### config.mk
export PLATFORM = sky130hd
export DESIGN_NAME = trig_unit
export DESIGN_NICKNAME = d
export VERILOG_FILES = /design/src/rtl/trig_pkg.sv /design/src/rtl/sync_edge.sv /design/src/rtl/trig_unit.sv
export SDC_FILE = /design/constraint.sdc
export NUM_CORES = 1
export LEC_CHECK = 0
export ABC_AREA = 1
export CAP_MARGIN = 20
export CELL_PAD_IN_SITES_DETAIL_PLACEMENT = 0
export CELL_PAD_IN_SITES_GLOBAL_PLACEMENT = 1
export CORE_MARGIN = 10
export CORE_UTILIZATION = 32
export DETAILED_ROUTE_END_ITERATION = 7
export HOLD_SLACK_MARGIN = 0.06
export PLACE_DENSITY_LB_ADDON = 0.2
export SETUP_SLACK_MARGIN = 0.05
export SYNTH_ARGS = -nofsm -noshare
export SYNTH_HDL_FRONTEND = slang
export SYNTH_HIERARCHICAL = 1
export SYNTH_SLANG_ARGS = --single-unit
### constraint.sdc
create_clock -name clk -period 1.6 [get_ports clk]
set_input_delay 0.4 -clock clk [delete_from_list [all_inputs] [get_ports clk]]
set_output_delay 0.4 -clock clk [all_outputs]
set_load 0.01 [all_outputs]
### src/rtl/trig_pkg.sv
// Shared types and constants for the trigger-detection stage.
// Channel config is packed as {en, edge, pol} per channel.
package trig_pkg;

  typedef enum logic [1:0] {
    IDLE    = 2'd0,
    QUALIFY = 2'd1,
    FIRE    = 2'd2,
    DONE    = 2'd3
  } trig_state_t;

  localparam int CFG_W    = 3;
  localparam int CFG_EN   = 2;
  localparam int CFG_EDGE = 1;
  localparam int CFG_POL  = 0;

endpackage

### src/rtl/sync_edge.sv
// Two-flop synchronizer with a history flop for a single asynchronous bit.
// Provides the synchronized level plus rising/falling edge strobes.
module sync_edge (
  input  logic clk,
  input  logic rst,
  input  logic d,
  output logic sync,
  output logic rise,
  output logic fall
);

  logic s1_q, s1_d;
  logic s2_q, s2_d;
  logic hist_q, hist_d;

  always_comb begin
    s1_d   = d;
    s2_d   = s1_q;
    hist_d = s2_q;
  end

  always_ff @(posedge clk or posedge rst) begin
    if (rst) begin
      s1_q   <= 1'b0;
      s2_q   <= 1'b0;
      hist_q <= 1'b0;
    end else begin
      s1_q   <= s1_d;
      s2_q   <= s2_d;
      hist_q <= hist_d;
    end
  end

  assign sync = s2_q;
  assign rise = s2_q & ~hist_q;
  assign fall = ~s2_q & hist_q;

endmodule

### src/rtl/trig_unit.sv
// Trigger qualification ahead of chan_capture: synchronizes channels and the
// external trigger, evaluates level/edge conditions and holds trig until done.
module trig_unit
  import trig_pkg::*;
#(
  parameter int NUM_CH = 5,
  parameter int HOLD_W = 8
) (
  input  logic                      clk,
  input  logic                      rst,
  input  logic [NUM_CH-1:0]         ch_in,
  input  logic                      ext_in,
  input  logic [CFG_W*NUM_CH-1:0]   ch_cfg,
  input  logic                      ext_en,
  input  logic [HOLD_W-1:0]         holdoff,
  input  logic                      armed,
  input  logic                      capture_done,
  output logic [NUM_CH-1:0]         ch_sync,
  output logic                      trig,
  output logic                      trig_fired
);

  logic [NUM_CH:0] raw_in;
  logic [NUM_CH:0] sync_v;
  logic [NUM_CH:0] rise_v;
  logic [NUM_CH:0] fall_v;

  // The external trigger rides on the top bit so it shares the synchronizer.
  assign raw_in = {ext_in, ch_in};

  for (genvar g = 0; g <= NUM_CH; g++) begin : g_sync
    sync_edge u_sync (
      .clk  (clk),
      .rst  (rst),
      .d    (raw_in[g]),
      .sync (sync_v[g]),
      .rise (rise_v[g]),
      .fall (fall_v[g])
    );
  end

  assign ch_sync = sync_v[NUM_CH-1:0];

  trig_state_t               state_q, state_d;
  logic [HOLD_W-1:0]         cnt_q, cnt_d;
  logic [CFG_W*NUM_CH-1:0]   cfg_l_q, cfg_l_d;
  logic                      ext_en_l_q, ext_en_l_d;
  logic [HOLD_W-1:0]         holdoff_l_q, holdoff_l_d;
  logic                      trig_q, trig_d;
  logic                      trig_fired_q, trig_fired_d;

  logic any_en;
  logic any_edge;
  logic all_match;
  logic ch_match;
  logic cond;
  logic level_only;

  always_comb begin
    any_en    = 1'b0;
    any_edge  = 1'b0;
    all_match = 1'b1;
    ch_match  = 1'b1;
    for (int i = 0; i < NUM_CH; i++) begin
      if (cfg_l_q[CFG_W*i+CFG_EN]) begin
        any_en = 1'b1;
        if (cfg_l_q[CFG_W*i+CFG_EDGE]) begin
          any_edge = 1'b1;
          ch_match = cfg_l_q[CFG_W*i+CFG_POL] ? rise_v[i] : fall_v[i];
        end else begin
          ch_match = cfg_l_q[CFG_W*i+CFG_POL] ? sync_v[i] : ~sync_v[i];
        end
        all_match = all_match & ch_match;
      end
    end
    // With no channel enabled the AND term is suppressed so it cannot self-trigger.
    cond       = (any_en & all_match) | (ext_en_l_q & rise_v[NUM_CH]);
    level_only = ~any_edge & ~ext_en_l_q;
  end

  always_comb begin
    state_d     = state_q;
    cnt_d       = cnt_q;
    cfg_l_d     = cfg_l_q;
    ext_en_l_d  = ext_en_l_q;
    holdoff_l_d = holdoff_l_q;
    unique case (state_q)
      IDLE: begin
        if (armed && !capture_done) begin
          state_d     = QUALIFY;
          cnt_d       = '0;
          cfg_l_d     = ch_cfg;
          ext_en_l_d  = ext_en;
          holdoff_l_d = holdoff;
        end
      end
      QUALIFY: begin
        if (!armed) begin
          state_d = IDLE;
          cnt_d   = '0;
        end else if (cond && (!level_only || (cnt_q == holdoff_l_q))) begin
          state_d = FIRE;
          cnt_d   = '0;
        end else if (cond && level_only) begin
          cnt_d = (&cnt_q) ? cnt_q : cnt_q + {{(HOLD_W-1){1'b0}}, 1'b1};
        end else begin
          cnt_d = '0;
        end
      end
      FIRE: begin
        if (capture_done) state_d = DONE;
      end
      DONE: begin
        // Waiting for capture_done to clear keeps a stale flag from retriggering.
        if (!capture_done) state_d = IDLE;
      end
      default: state_d = IDLE;
    endcase
    trig_d       = (state_d == FIRE);
    trig_fired_d = (state_d == FIRE) && (state_q != FIRE);
  end

  always_ff @(posedge clk or posedge rst) begin
    if (rst) begin
      state_q      <= IDLE;
      cnt_q        <= '0;
      cfg_l_q      <= '0;
      ext_en_l_q   <= 1'b0;
      holdoff_l_q  <= '0;
      trig_q       <= 1'b0;
      trig_fired_q <= 1'b0;
    end else begin
      state_q      <= state_d;
      cnt_q        <= cnt_d;
      cfg_l_q      <= cfg_l_d;
      ext_en_l_q   <= ext_en_l_d;
      holdoff_l_q  <= holdoff_l_d;
      trig_q       <= trig_d;
      trig_fired_q <= trig_fired_d;
    end
  end

  assign trig       = trig_q;
  assign trig_fired = trig_fired_q;

endmodule

==> flow_summary.toml <==
[timing]
max_slew_margin_pct = 82.1
maxSlewViolCount = 0
worst_slew_pin_slew_ps = 266
fin_ws_ps = -182
rsz0062_at_grt = "true"
clock_skew_ps = 10.5
fin_crit_ps = 1780
max_freq_ghz = 0.561
finalSetupViolations = 10
finalSetupTns_ps = -1440
final.period_utilization_pct = 111
hold_viol_final = 0

[worst_setup_path]
worstSetupStartpointType = "flip-flop"
worstPathArrival_ps = 2040
crit_path_end_kind = "flip-flop"
critPathMaxFanout = 5
critical_path_class = "flip-flop to flip-flop"
reg2reg_depth = 13
required_ps = 1850

[grt]
grt_max_degree = 37
grt_use_total_pct = 10.4
grt_pass1_wl_um = 10000
gr-total-overflow = 0
antenna_found_initial = 0
grt_pass1_vias = 2099

[synthesis]
syn_area_um2 = 2570
yosysWarnings = 6
avgSynthCellArea_um2 = 9.00
syn_nets = 321
synthCells = 286

[clocking]
clock-root-buffer = "clkbuf_8"
clk_pin_slew_ps = 100
insertion_delay_ps = 310
htree_levels = 2
cts_tree = "done"
clockBufferDepth = 2
cts_made_buffers = 5
cts.sinks = 54
cts_hold_buf = 0

[place]
place.gp.congestion = 0.773
port_buffers = 40
hpwlAfterDp_um = 4400
postPlaceCellArea_um2 = 3370

[drt]
vias = 2038
remaining_drc_errors = 0
firstDrtPassIters = 4
drt-total-wl_um = 5800
routed_via_density = 4.27
antenna_left = 0
first_iter_violations = 44
avgRoutedWirePerCell_um = 12.2

[floorplan]
floorplan.initialDensity_pct = 33.1
die_h_um = 110
die_area_um2 = 12000
coreArea_um2 = 7770
pin_count = 41
die_w_um = 110
std_cell_rows = 32

[run]
drv_cap = 0

[min_path]
worstHoldPathCells = 0
hp-class = "flip-flop to flip-flop"

[pwr]
ir_drop_mv = 0.498
p_per_area_nw_per_um2 = 1340
power_leakage_nw = 1.79

[layout]
postLayoutCellArea_um2 = 3610
syn_to_final_growth_pct = 40.1
final_layout_size_suffix_gt1_share_pct = 27.7
layout.nets = 409
n_antenna_cell = 0

[run_status]
violations = "negative setup slack"
status = "finished with violations"
-- cells in the final DEF (no fill, tap or decap), drive strengths merged --
cell	n
nand2	59
inv	42
a211oi	1
nand3b	2
clkdlybuf4s50	33
ha	1
nor3	3
dfrtp	54
a21oi	12
o21ai	2
nor2	34
nand3	28
dlygate4sd2	2
buf	54
xor2	8
nand4	4
o21bai	1
clkinvlp	1
or2	3
xnor2	4
clkinv	2
mux2	17
clkbuf	8
-- routing by layer --
metal  routed length [µm]  GRT usage (%)  vias up
met1                 2850           13.4      933
met5                    0              0        -
met3                  258           2.69        5
met2                 2620           16.7       32
met4                   65           3.07        0
li1                     -              -     1068
-- worst max-delay path, stage by stage, from the launching register on --
cell	delay, ps
dfrtp_1	420
buf_4	150
inv_1	40
nand2_1	40
nand3_1	60
nand2_1	50
nand2_1	60
nand2_1	60
nor2_1	80
nand2_1	80
nand2_4	110
nand4_1	230
or2_1	280
nand2_1	60
-- registers in the layout, indices dropped and copies added (netlist names) --
signal / cells
g_sync.u_sync/sync: 6
state_q: 2
ext_en_l_q: 1
g_sync.u_sync/s1_q: 6
cfg_l_q: 15
trig_fired: 1
cnt_q: 8
trig: 1
holdoff_l_q: 8
g_sync.u_sync/hist_q: 6
-- repair_timing --
| action | in CTS | in global routing |
|---|---|---|
| buffers inserted | 7 | 5 |
| endpoints found under the setup margin | 18 | 17 |
| pin swaps | 4 | 12 |
| hold endpoints to repair | 0 | 0 |
| cloned | 0 | 0 |
| resized for setup | 23 | 14 |
-- path summary, 6_finish.rpt --
| kind | from | to | slack, ps |
|---|---|---|---|
| worst min register to register | g_sync[3].u_sync/s1_q$_DFF_PP0_ | g_sync[3].u_sync/sync$_DFF_PP0_ | 360 |
| min in group asynchronous | rst | g_sync[5].u_sync/hist_q$_DFF_PP0_ | 440 |
| worst max-delay path | g_sync[1].u_sync/sync$_DFF_PP0_ | cnt_q[4]$_DFFE_PP0P_ | -180 |
| max in group asynchronous | rst | cnt_q[6]$_DFFE_PP0P_ | 940 |
| worst max register to register | g_sync[1].u_sync/sync$_DFF_PP0_ | cnt_q[4]$_DFFE_PP0P_ | -180 |
| worst min-delay path | g_sync[3].u_sync/s1_q$_DFF_PP0_ | g_sync[3].u_sync/sync$_DFF_PP0_ | 360 |
-- metrics by stage --
step / power (mW) / instances / hold slack [ps] / setup WS (ps) / util, %
CTS: 4.81 / 473 / 363 / -166 / 45.7
global placement: 3.89 / 458 / 333 / -208 / 43.4
floorplan: 3.10 / 286 / 154 / 1.39 / -
finish: 4.85 / 477 / 359 / -182 / 46.4
detailed placement: 3.93 / 458 / 338 / -190 / 43.4
global route: 5.25 / 477 / 369 / -389 / 46.4
-- area by class of cell --
type | count | area (µm²)
flip-flops and latches | 54 | 1350
clock buffers | 5 | 68.8
multi-input cells | 179 | 1070
fillers | 775 | 4160
well taps | 102 | 128
clock inverters | 3 | 25.0
inverters | 42 | 159
repair buffers | 92 | 805
-- report_power, final --
part | total, mW | switching (mW) | internal [mW]
registers | 2.02 | 0.287 | 1.73
logic | 2.03 | 0.963 | 1.07
clock network | 0.801 | 0.483 | 0.317
No activity file was read; power rests on OpenSTA's default activity.
